<file path="src/rtl/conv_result_streamer.sv">
// Runs one 3x3 convolution on request, then streams the engine's OUT_N result
// words over a valid/ready interface and reports the engine's cycle count.
module conv_result_streamer #(
    parameter int unsigned OUT_N   = 80,
    parameter int unsigned ADDR_W  = 7,
    parameter int unsigned DATA_W  = 32,
    parameter int unsigned TIMEOUT = 4096
) (
    input  logic              clk,
    input  logic              rst_n,
    input  logic              req,
    output logic              busy,
    output logic              conv_start,
    input  logic              conv_done,
    input  logic [31:0]       conv_cycles,
    output logic [ADDR_W-1:0] rd_addr,
    input  logic [DATA_W-1:0] rd_data,
    output logic              m_valid,
    input  logic              m_ready,
    output logic [DATA_W-1:0] m_data,
    output logic [ADDR_W-1:0] m_index,
    output logic              m_last,
    output logic [31:0]       cycles_latched,
    output logic              fin,
    output logic              timeout_err
);

    localparam int unsigned       WD_W      = (TIMEOUT > 2) ? $clog2(TIMEOUT) : 1;
    localparam logic [ADDR_W-1:0] LAST_ADDR = ADDR_W'(OUT_N - 1);
    localparam logic [WD_W-1:0]   WD_LIMIT  = WD_W'(TIMEOUT - 1);

    typedef enum logic [2:0] {
        S_IDLE,
        S_CONV,
        S_RELEASE,
        S_STREAM,
        S_FIN
    } state_e;

    state_e              state_q, state_d;
    logic                busy_q, busy_d;
    logic                conv_start_q, conv_start_d;
    logic [ADDR_W-1:0]   rd_addr_q, rd_addr_d;
    logic                m_valid_q, m_valid_d;
    logic [DATA_W-1:0]   m_data_q, m_data_d;
    logic [ADDR_W-1:0]   m_index_q, m_index_d;
    logic                m_last_q, m_last_d;
    logic [31:0]         cycles_q, cycles_d;
    logic                fin_q, fin_d;
    logic                timeout_err_q, timeout_err_d;
    logic [WD_W-1:0]     wd_q, wd_d;

    // Next-state and registered-output logic
    always_comb begin
        state_d       = state_q;
        busy_d        = busy_q;
        conv_start_d  = conv_start_q;
        rd_addr_d     = rd_addr_q;
        m_valid_d     = m_valid_q;
        m_data_d      = m_data_q;
        m_index_d     = m_index_q;
        m_last_d      = m_last_q;
        cycles_d      = cycles_q;
        fin_d         = 1'b0;
        timeout_err_d = timeout_err_q;
        wd_d          = wd_q;

        case (state_q)
            S_IDLE: begin
                if (req) begin
                    state_d       = S_CONV;
                    busy_d        = 1'b1;
                    conv_start_d  = 1'b1;
                    timeout_err_d = 1'b0;
                    wd_d          = '0;
                    rd_addr_d     = '0;
                end
            end
            S_CONV: begin
                // A done already high on entry is taken as completion
                if (conv_done) begin
                    cycles_d     = conv_cycles;
                    conv_start_d = 1'b0;
                    state_d      = S_RELEASE;
                end else if (wd_q == WD_LIMIT) begin
                    conv_start_d  = 1'b0;
                    timeout_err_d = 1'b1;
                    fin_d         = 1'b1;
                    state_d       = S_FIN;
                end else begin
                    wd_d = wd_q + WD_W'(1);
                end
            end
            S_RELEASE: begin
                rd_addr_d = '0;
                m_valid_d = 1'b0;
                state_d   = S_STREAM;
            end
            S_STREAM: begin
                if (m_valid_q && m_ready && m_last_q) begin
                    m_valid_d = 1'b0;
                    fin_d     = 1'b1;
                    state_d   = S_FIN;
                end else if (!m_valid_q || m_ready) begin
                    // Output register empty or being drained: pull the next word
                    m_data_d  = rd_data;
                    m_index_d = rd_addr_q;
                    m_last_d  = (rd_addr_q == LAST_ADDR);
                    m_valid_d = 1'b1;
                    if (rd_addr_q != LAST_ADDR) begin
                        rd_addr_d = rd_addr_q + ADDR_W'(1);
                    end
                end
            end
            S_FIN: begin
                busy_d  = 1'b0;
                state_d = S_IDLE;
            end
            default: begin
                state_d = S_IDLE;
            end
        endcase
    end

    always_ff @(posedge clk or negedge rst_n) begin
        if (!rst_n) begin
            state_q       <= S_IDLE;
            busy_q        <= 1'b0;
            conv_start_q  <= 1'b0;
            rd_addr_q     <= '0;
            m_valid_q     <= 1'b0;
            m_data_q      <= '0;
            m_index_q     <= '0;
            m_last_q      <= 1'b0;
            cycles_q      <= '0;
            fin_q         <= 1'b0;
            timeout_err_q <= 1'b0;
            wd_q          <= '0;
        end else begin
            state_q       <= state_d;
            busy_q        <= busy_d;
            conv_start_q  <= conv_start_d;
            rd_addr_q     <= rd_addr_d;
            m_valid_q     <= m_valid_d;
            m_data_q      <= m_data_d;
            m_index_q     <= m_index_d;
            m_last_q      <= m_last_d;
            cycles_q      <= cycles_d;
            fin_q         <= fin_d;
            timeout_err_q <= timeout_err_d;
            wd_q          <= wd_d;
        end
    end

    assign busy           = busy_q;
    assign conv_start     = conv_start_q;
    assign rd_addr        = rd_addr_q;
    assign m_valid        = m_valid_q;
    assign m_data         = m_data_q;
    assign m_index        = m_index_q;
    assign m_last         = m_last_q;
    assign cycles_latched = cycles_q;
    assign fin            = fin_q;
    assign timeout_err    = timeout_err_q;

endmodule

</file>
<file path="config.mk">
export PLATFORM = sky130hd
export DESIGN_NAME = conv_result_streamer
export DESIGN_NICKNAME = d
export VERILOG_FILES = /design/src/rtl/conv_result_streamer.sv
export SDC_FILE = /design/constraint.sdc
export NUM_CORES = 1
export LEC_CHECK = 0
export BUFFER_PORTS_ARGS = -buffer_cell sky130_fd_sc_hd__clkbuf_2
export CAP_MARGIN = 20
export CORE_MARGIN = 2
export CORE_UTILIZATION = 38
export DETAILED_ROUTE_END_ITERATION = 12
export SLEW_MARGIN = 20
export SYNTH_ARGS = -nofsm -noshare
export SYNTH_HDL_FRONTEND = slang
export SYNTH_SLANG_ARGS = --single-unit
</file>
<file path="constraint.sdc">
create_clock -name clk -period 2.57 [get_ports clk]
set_input_delay 0.514 -clock clk [delete_from_list [all_inputs] [get_ports clk]]
set_output_delay 0.514 -clock clk [all_outputs]
set_load 0.02 [all_outputs]
</file>
==> results of run 1 <==
## registers in the layout, summed over array words and instances (netlist names)
name	count
fin	1
busy	1
m_data	32
timeout_err	1
state_q	3
m_last	1
m_index	7
m_valid	1
conv_start	1
cycles_latched	32
wd_q	12
rd_addr	7
## per-stage QoR
stage	worst slack, ns	util, %
after floorplan	0.6604	-
after global placement	0.5480	47.45
after detailed placement	0.5201	47.45
after CTS	0.4939	48.94
after global routing	0.3181	48.94
final	0.4833	48.94
## per-layer routing
metal	up-vias	GRT usage [%]	wire length, µm
li1	1451	-	-
met1	1491	19.86	3874
met2	78	25.89	4659
met3	6	5.738	512
met4	0	5.403	100
met5	-	0	0
## cell usage after synthesis, types with 2 or more instances
master	number	area [µm²]
sky130_fd_sc_hd__nand3_1	9	45.04
sky130_fd_sc_hd__buf_2	7	35.03
sky130_fd_sc_hd__and3_1	5	31.28
sky130_fd_sc_hd__buf_4	2	15.01
sky130_fd_sc_hd__a31o_2	4	35.03
sky130_fd_sc_hd__o31ai_1	3	22.52
sky130_fd_sc_hd__or2_2	2	12.51
sky130_fd_sc_hd__and2_1	5	31.28
sky130_fd_sc_hd__dfrtp_1	99	2477
sky130_fd_sc_hd__a21oi_1	10	50.05
sky130_fd_sc_hd__nand2_1	16	60.06
sky130_fd_sc_hd__a41o_1	3	30.03
sky130_fd_sc_hd__o211ai_1	3	22.52
sky130_fd_sc_hd__o21ai_0	8	40.04
sky130_fd_sc_hd__nand2b_1	4	25.02
sky130_fd_sc_hd__or4_1	3	22.52
sky130_fd_sc_hd__or3_1	2	12.51
sky130_fd_sc_hd__and4_1	2	17.52
sky130_fd_sc_hd__mux2_2	70	788.3
sky130_fd_sc_hd__ha_1	2	25.02
sky130_fd_sc_hd__clkbuf_1	3	11.26
sky130_fd_sc_hd__mux2i_1	5	50.05
sky130_fd_sc_hd__nor3_1	2	10.01
sky130_fd_sc_hd__nor2_1	10	37.54
sky130_fd_sc_hd__nand4_1	7	43.79
sky130_fd_sc_hd__inv_1	4	15.01
sky130_fd_sc_hd__buf_6	2	22.52
## worst paths after layout
check                                         from                        endpoint  slack, ns  depth (start not counted)
hold / removal                               rst_n          m_data[10]$_DFFE_PN0P_       0.14                          1
setup / recovery            state_q[1]$_DFFE_PN0P_           m_data[0]$_DFFE_PN0P_       0.48                          5
max in group asynchronous                    rst_n          m_data[26]$_DFFE_PN0P_       1.83                          2
setup reg to reg            state_q[1]$_DFFE_PN0P_           m_data[0]$_DFFE_PN0P_       0.48                          5
hold reg to reg            timeout_err$_DFFE_PN0P_         timeout_err$_DFFE_PN0P_       0.49                          2
min in group clk                   conv_cycles[14]  cycles_latched[14]$_DFFE_PN0P_       0.36                          2
## logic make-up (layout without fill, tap and decap cells)
group / count (synthesis) / after routing / synth area share [%]
and+or+nand+nor: 73 / 73 / 9.916
muxes: 76 / 76 / 20.40
adders and majority gates: 2 / 2 / 0.6009
xor gates and xnor gates: 2 / 2 / 0.4207
buffers and inverters: 19 / 180 / 2.464
DFF: 99 / 99 / 59.50
AOI/OAI and AO/OA: 40 / 40 / 6.701
## layout make-up
class / instances / area, µm²
Clock buffer: 12 / 145.1
Clock inverter: 3 / 15.01
Fill cell: 1034 / 5487
Inverter: 5 / 18.77
Multi-Input combinational cell: 193 / 1592
Sequential cell: 99 / 2477
Tap cell: 140 / 175.2
Timing Repair Buffer: 160 / 835.8
## critical path: cells and delay by family (launching register included)
family,cells,cell delay (ns)
buffers and inverters,2,0.55
flip-flops,1,0.52
AND/OR/NAND/NOR,2,0.51
multiplexers,1,0.38
## report_power, final
group | internal [W] | total (W) | switching, W
clock | 0.000369 | 0.000870 | 0.000500
combinational | 0.00116 | 0.00270 | 0.00154
sequential | 0.00219 | 0.00259 | 0.000400
==> summary.txt, run 1 <==
Synth
  • Most instantiated flip-flop cell in the synthesis netlist: sky130_fd_sc_hd__dfrtp_1
  • Warnings, synthesis: 0
  • Async set or reset register ratio after synthesis: 100.0%
  • Number of enable flip-flop cells after synthesis: 0
  • Synthesized area per cell: 13.39 µm²
  • Sequential area share after synthesis: 59.50%
  • Net count after synthesis: 382
  • Post-synthesis instance area: 4164 µm²
  • Post-synthesis register bit count: 99
  • Synthesized instance count: 311
  • Distinct cell type count of the synthesized netlist: 46

Cells and area
  • Most common library cell in the layout ignoring fill and taps: sky130_fd_sc_hd__clkbuf_2
  • Nets: 539
  • Final non-filler cell total: 612
  • Antenna fix cells: 0
  • Commonest cells after routing, fill and taps aside: sky130_fd_sc_hd__clkbuf_2 (151), sky130_fd_sc_hd__dfrtp_1 (99), sky130_fd_sc_hd__mux2_2 (70)
  • Synthesis-to-layout area growth: 26.29%
  • Final non-filler cell area: 5259 µm²
  • Share of final-layout standard cells stronger than drive strength 1: 53.81%

Drt
  • Detailed-route DRC error count: 0
  • Total routed wirelength: 9.146 mm
  • Detail-routed net length per standard cell: 14.94 µm
  • Final ANT Viol Nets: 0
  • Vias: 3,026
  • First-pass DRT Iterations: 4
  • DRC marker count from the first detailed-route iteration: 85
  • Via/cell ratio: 4.944

Power and ir drop
  • Lkg Pwr: 2.571 nW
  • Power Dens Cells: 1170 nW/µm²
  • Overall Power: 0.006155 W
  • Maximum VDD drop: 577.8 µV

Placed design
  • Count of port buffers added during placement: 152
  • HPWL after detailed placement: 6.689 mm
  • Global placement routability congestion: 0.8172
  • Post-place instance area: 5099 µm²
  • Number of placed instances, taps included: 597

Timing
  • Worst Tran Pin Value: 0.7647 ns
  • Summed negative setup slack over all endpoints: 0 ns
  • Post-layout min period: 2.087 ns
  • Setup repair after global routing missed its margin: no
  • Worst relative slew slack: 49.02%
  • Fin. Hold Viols: 0
  • Slew Limit Fails: 0
  • Post-route clock skew: 0.009625 ns
  • Achievable frequency: 479.2 MHz
  • Final setup vio count: 0
  • Tightest hold margin: 0.1377 ns
  • Share of the clock period used by the worst path after layout: 81.19%

Floorplan
  • Height of the die: 108.7 µm
  • Initial core utilization: 38.75%
  • Number of ports placed on the die boundary: 153
  • Core Region: 10,750 µm²
  • Full die area: 11,810 µm²
  • Number of placement rows: 38
  • Die extent in x: 108.7 µm

Clock network
  • Number of buffers on the longest clock path: 2
  • Reg clk slew, reported paths: 0.09 ns
  • Cell at the root of the clock tree: sky130_fd_sc_hd__clkbuf_8
  • Hold buffer count at CTS: 0
  • Number of levels in the clock H-tree: 3
  • Number of gates resized after cts: 0
  • Num Clock Sinks: 99
  • Post CTS Setup Buffer Count: 0
  • Number of clock buffers inserted by TritonCTS: 9
  • CTS tree: yes
  • Skew-Pair Late Insertion Delay: 0.37 ns

Flow run
  • Maxcap violations: 0

Outcome
  • Result of the run: finished, final reports clean

Worst hold path
  • Hold Crit Class: in2async

Global routing
  • Vias in the first global route: 2,998
  • Largest net degree at the start of global routing: 45
  • Combined global-route utilization of all metal layers: 15.98%
  • First-pass GRT wire length: 14.42 mm
  • Overflow left after global routing: 0
  • Number of antenna violations at the first check in global routing: 0

Worst setup path
  • Critical path endpoint category: flop
  • Crit path largest cell delay: 0.52 ns
  • Arrival @ worst endpoint: 2.33 ns
  • Slowest stage cell, crit path: sky130_fd_sc_hd__dfrtp_1
  • Cells along the critical path: clkinv_1, or2_2, nor2_4, buf_4, mux2_2
  • Worst Setup Path Type: reg2reg
  • Crit path max fanout: 19
  • CP required: 2.82 ns
  • Kind of launch point of the worst setup path: flop
Power figures use the tool's default switching activity.
==> run 2, diff against run 1 <==
==> constraint.sdc (replaced) <==
create_clock -name clk -period 2.1 [get_ports clk]
set_input_delay 0.42 -clock clk [delete_from_list [all_inputs] [get_ports clk]]
set_output_delay 0.42 -clock clk [all_outputs]
set_load 0.02 [all_outputs]
==> summary.txt, run 2 (synthesized netlist as in run 1, its figures left out) <==
Timing
  • Worst Tran Pin Value: 0.4269 ns
  • Achievable frequency: 532.7 MHz
  • Setup repair after global routing missed its margin: no
  • Slew Limit Fails: 0
  • Worst relative slew slack: 71.46%
  • Final setup vio count: 0
  • Summed negative setup slack over all endpoints: 0 ns
  • Fin. Hold Viols: 0
  • Share of the clock period used by the worst path after layout: 89.40%
  • Post-layout min period: 1.877 ns
  • Post-route clock skew: 0.01279 ns

Cells and area
  • Most common library cell in the layout ignoring fill and taps: sky130_fd_sc_hd__clkbuf_2
  • Nets: 545
  • Antenna fix cells: 0
  • Commonest cells after routing, fill and taps aside: sky130_fd_sc_hd__clkbuf_2 (151), sky130_fd_sc_hd__dfrtp_1 (99), sky130_fd_sc_hd__mux2_2 (70)
  • Number of filler instances in the final layout: 1,035
  • Final non-filler cell area: 5378 µm²
  • Synthesis-to-layout area growth: 29.15%
  • Share of final-layout standard cells stronger than drive strength 1: 54.18%

Clock network
  • Number of levels in the clock H-tree: 3
  • CTS tree: yes
  • Number of gates resized after cts: 0
  • Cell at the root of the clock tree: sky130_fd_sc_hd__clkbuf_8
  • Skew-Pair Late Insertion Delay: 0.36 ns
  • Number of clock buffers inserted by TritonCTS: 9
  • Post CTS Setup Buffer Count: 0
  • Number of buffers on the longest clock path: 2
  • Reg clk slew, reported paths: 0.09 ns
  • Hold buffer count at CTS: 1
  • Num Clock Sinks: 99

Drt
  • Vias: 3,070
  • Total routed wirelength: 9.069 mm
  • Final ANT Viol Nets: 0
  • First-pass DRT Iterations: 4
  • Detail-routed net length per standard cell: 14.67 µm
  • DRC marker count from the first detailed-route iteration: 92
  • Detailed-route DRC error count: 0
  • Via/cell ratio: 4.968

Flow run
  • Maxcap violations: 0

Power and ir drop
  • Lkg Pwr: 2.625 nW
  • Maximum VDD drop: 751.6 µV
  • Power Dens Cells: 1447 nW/µm²

Worst setup path
  • Arrival @ worst endpoint: 2.12 ns
  • Kind of launch point of the worst setup path: flop
  • CP required: 2.34 ns
  • Critical path endpoint category: flop
  • Worst Setup Path Type: reg2reg
  • Crit path max fanout: 19

Global routing
  • Number of antenna violations at the first check in global routing: 0
  • Largest net degree at the start of global routing: 43
  • Vias in the first global route: 2,935
  • Combined global-route utilization of all metal layers: 15.85%
  • Overflow left after global routing: 0
  • First-pass GRT wire length: 14.40 mm

Floorplan
  • Core Region: 10,750 µm²
  • Height of the die: 108.7 µm
  • Initial core utilization: 38.75%
  • Number of placement rows: 38
  • Full die area: 11,810 µm²
  • Number of ports placed on the die boundary: 153
  • Die extent in x: 108.7 µm

Placed design
  • Count of port buffers added during placement: 152
  • Global placement routability congestion: 0.8178
  • Post-place instance area: 5174 µm²
  • HPWL after detailed placement: 6.660 mm

Worst hold path
  • Hold Crit Class: in2reg

Outcome
  • Result of the run: finished, final reports clean
[run 2: cell types whose count changed in the layout (fill, tap and decap cells not counted)]
cell	previous run	this run
sky130_fd_sc_hd__dlygate4sd3_1	0	1
sky130_fd_sc_hd__clkbuf_8	10	11
sky130_fd_sc_hd__clkinv_2	3	1
sky130_fd_sc_hd__buf_4	8	10
sky130_fd_sc_hd__buf_12	1	4
sky130_fd_sc_hd__bufinv_16	0	1
[run 2: critical path, stage by stage (launching register included)]
cell                       delay [ns]
sky130_fd_sc_hd__dfrtp_1         0.46
sky130_fd_sc_hd__nand2b_1        0.25
sky130_fd_sc_hd__or2_2           0.36
sky130_fd_sc_hd__nor2_4          0.16
sky130_fd_sc_hd__buf_12          0.18
sky130_fd_sc_hd__mux2_2          0.34
[run 2: cell type report]
cell class / count / area [µm²] / area share [%]
clock buffers: 13 / 158.9 / 2.955
clock inverters: 2 / 35.03 / 0.6515
inverters: 5 / 18.77 / 0.3490
multi-input cells: 193 / 1592 / 29.60
flip-flops and latches: 99 / 2477 / 46.07
well taps: 140 / 175.2 / 3.257
repair buffers: 166 / 920.9 / 17.12
[run 2: metal layers]
metal  vias to the layer above  track usage, %  wire length [µm]
met5                         -               0                 0
met4                         0           4.670                90
met3                         5           6.097               559
met2                        80           25.71              4592
met1                      1524           19.71              3827
li1                       1461               -                 -
[run 2: worst paths after layout]
check | startpoint | endpoint | slack (ns) | cells past startpoint
max in group asynchronous | rst_n | cycles_latched[28]$_DFFE_PN0P_ | 1.01 | 3
worst min register to register | timeout_err$_DFFE_PN0P_ | timeout_err$_DFFE_PN0P_ | 0.49 | 2
worst min-delay path | conv_cycles[11] | cycles_latched[11]$_DFFE_PN0P_ | 0.29 | 2
worst max-delay path | state_q[2]$_DFFE_PN0P_ | m_index[5]$_DFFE_PN0P_ | 0.22 | 5
min in group asynchronous | rst_n | m_data[10]$_DFFE_PN0P_ | 0.53 | 2
worst max register to register | state_q[2]$_DFFE_PN0P_ | m_index[5]$_DFFE_PN0P_ | 0.22 | 5
[run 2: power breakdown]
part	leakage, nW	internal, W	switching (W)
clock	0.0995	0.000609	0.000611
sequential	1.21	0.00268	0.000469
combinational	1.32	0.00151	0.00190
total	2.62	0.00480	0.00298
[run 2: per-stage QoR]
stage                     hold slack (ns)  power [W]  utilization, %  instances  setup WS, ns
final                              0.2852   0.007780           50.05        618        0.2226
after global routing               0.2499   0.008298           50.05        618        0.1576
after CTS                          0.2552   0.007916           50.05        618        0.2131
after detailed placement           0.3651   0.006653           48.15        602        0.1458
after global placement             0.3568   0.006570           48.15        602        0.1706
after floorplan                    0.1244   0.005366               -        311        0.1904
==> run 3, diff against run 2 <==
--- a/config.mk
+++ b/config.mk
@@ -10,6 +10,7 @@
 export CORE_MARGIN = 2
 export CORE_UTILIZATION = 38
 export DETAILED_ROUTE_END_ITERATION = 12
+export PLACE_DENSITY = 0.67
 export SLEW_MARGIN = 20
 export SYNTH_ARGS = -nofsm -noshare
 export SYNTH_HDL_FRONTEND = slang
==> constraint.sdc (replaced) <==
create_clock -name clk -period 1.6 [get_ports clk]
set_input_delay 0.32 -clock clk [delete_from_list [all_inputs] [get_ports clk]]
set_output_delay 0.32 -clock clk [all_outputs]
set_load 0.02 [all_outputs]
==> summary.txt, run 3 (synthesized netlist as in run 1, its figures left out) <==
Clock network
  • Num Clock Sinks: 99
  • Number of clock buffers inserted by TritonCTS: 9
  • Cell at the root of the clock tree: sky130_fd_sc_hd__clkbuf_8
  • Skew-Pair Late Insertion Delay: 0.38 ns
  • Reg clk slew, reported paths: 0.09 ns
  • CTS tree: yes
  • Number of levels in the clock H-tree: 3
  • Number of buffers on the longest clock path: 2

Worst setup path
  • Crit path max fanout: 4
  • R2R depth: 4
  • Register-to-register setup slack: -0.14 ns
  • Arrival @ worst endpoint: 2.04 ns
  • Worst r2r src: state_q[2]$_DFFE_PN0P_
  • Worst Setup Path Type: reg2reg
  • Kind of launch point of the worst setup path: flop
  • CP required: 1.89 ns
  • Endpoint of the worst register-to-register path: wd_q[10]$_DFFE_PN0P_
  • Critical path endpoint category: flop

Timing
  • Fin. Hold Viols: 27
  • Final setup vio count: 64
  • Post-layout min period: 1.743 ns
  • Worst relative slew slack: 62.15%
  • Slew Limit Fails: 0
  • Share of the clock period used by the worst path after layout: 108.9%
  • Achievable frequency: 573.7 MHz
  • Tightest hold margin: -0.04818 ns
  • Summed negative setup slack over all endpoints: -3.187 ns
  • Setup repair after global routing missed its margin: yes
  • Post-route clock skew: 0.01630 ns
  • Setup slack after layout: -0.1432 ns
  • Worst Tran Pin Value: 0.5678 ns

Power and ir drop
  • Maximum VDD drop: 896.8 µV
  • Power Dens Cells: 1803 nW/µm²
  • Lkg Pwr: 2.866 nW
  • Overall Power: 0.01052 W

Floorplan
  • Initial core utilization: 38.75%
  • Number of ports placed on the die boundary: 153
  • Number of placement rows: 38
  • Core Region: 10,750 µm²
  • Die extent in x: 108.7 µm
  • Height of the die: 108.7 µm
  • Full die area: 11,810 µm²

Outcome
  • Violations in the final reports: negative hold slack, negative setup slack
  • Result of the run: finished with violations

Cells and area
  • Share of final-layout standard cells stronger than drive strength 1: 62.36%
  • Total area of multi-input combinational cells: 1724 µm²
  • Number of filler instances in the final layout: 926
  • Fin util: 54.29%
  • Commonest cells after routing, fill and taps aside: sky130_fd_sc_hd__clkbuf_2 (151), sky130_fd_sc_hd__dfrtp_1 (97), sky130_fd_sc_hd__mux2_2 (70)
  • Nets: 584
  • Antenna fix cells: 0
  • Final non-filler cell total: 658
  • Area of all sequential standard cells: 2480 µm²
  • Most common library cell in the layout ignoring fill and taps: sky130_fd_sc_hd__clkbuf_2
  • Synthesis-to-layout area growth: 40.08%

Global routing
  • Vias in the first global route: 3,150
  • Combined global-route utilization of all metal layers: 16.29%
  • Largest net degree at the start of global routing: 100
  • Number of antenna violations at the first check in global routing: 0
  • Overflow left after global routing: 0
  • First-pass GRT wire length: 15.01 mm

Drt
  • Via/cell ratio: 4.939
  • Final ANT Viol Nets: 0
  • Detailed-route DRC error count: 0
  • Total routed wirelength: 9.928 mm
  • DRC marker count from the first detailed-route iteration: 181
  • Detail-routed net length per standard cell: 15.09 µm
  • First-pass DRT Iterations: 4
  • Vias: 3,250

Placed design
  • Number of placed instances, taps included: 635
  • Global placement routability congestion: 0.8210
  • HPWL after detailed placement: 6.904 mm
  • Count of port buffers added during placement: 152

Flow run
  • Maxcap violations: 0

Worst hold path
  • Hold Crit Class: in2async
## run 3: changes by cell type in the layout (fill, tap and decap cells not counted), sizes merged
cell | previous run | this run
bufinv | 1 | 0
clkbuf | 164 | 163
clkinvlp | 0 | 1
dlygate4sd3 | 1 | 0
bufbuf | 0 | 1
clkinv | 2 | 3
buf | 14 | 53
inv | 4 | 5
## run 3: routing by layer
| metal | GRT usage, % | part of all wire [%] | up-vias |
|---|---|---|---|
| li1 | - | - | 1545 |
| met1 | 20.35 | 42 | 1586 |
| met2 | 27.28 | 49 | 108 |
| met3 | 4.184 | 7.1 | 11 |
| met4 | 6.044 | 1.6 | 0 |
| met5 | 0 | 0 | - |
## run 3: final cells by class
| class | instances | share of cell area (%) |
|---|---|---|
| Timing Repair Buffer | 205 | 21.51 |
| Inverter | 5 | 0.3432 |
| Clock inverter | 4 | 0.5792 |
| Multi-Input combinational cell | 193 | 29.56 |
| Clock buffer | 12 | 2.488 |
| Tap cell | 140 | 3.003 |
| Sequential cell | 99 | 42.51 |
## run 3: critical path, stage by stage (launching register included)
cell and delay, ns:
sky130_fd_sc_hd__dfrtp_1 0.42, sky130_fd_sc_hd__or4b_4 0.58, sky130_fd_sc_hd__nor2_4 0.10, sky130_fd_sc_hd__or4b_1 0.43, sky130_fd_sc_hd__a21oi_1 0.14
## run 3: worst max path at each step
stage	startpoint	endpoint	cells after the start
detailed placement	conv_done	wd_q[10]$_DFFE_PN0P_	5
global placement	conv_done	wd_q[10]$_DFFE_PN0P_	5
finish	state_q[2]$_DFFE_PN0P_	wd_q[10]$_DFFE_PN0P_	4
CTS	state_q[2]$_DFFE_PN0P_	wd_q[10]$_DFFE_PN0P_	4
floorplan	state_q[2]$_DFFE_PN0P_	wd_q[10]$_DFFE_PN0P_	6
global route	state_q[2]$_DFFE_PN0P_	wd_q[10]$_DFFE_PN0P_	4
## run 3: repair_timing
action	CTS	global route
endpoints found under the setup margin	83	89
gates resized for setup	15	24
setup buffers	2	4
pin swaps	3	9
cloned	2	0
hold buffers	0	0
## run 3: per-stage QoR
step	cell area [µm²]	setup WS (ns)	hold WS [ns]
6_report	5833	-0.1432	-0.04818
5_1_grt	5833	-0.1783	0.02955
4_1_cts	5709	-0.1353	0.01754
3_5_place_dp	5428	-0.1470	0.4263
3_3_place_gp	5428	-0.1124	0.4226
2_1_floorplan	4228	-0.2472	0.02441
## run 3: report_power, final
part,internal (W),leakage (nW),switching (W)
Clock,0.000621,0.0872,0.000883
Sequential,0.00352,1.21,0.000561
Combinational,0.00227,1.57,0.00267
Total,0.00640,2.87,0.00411
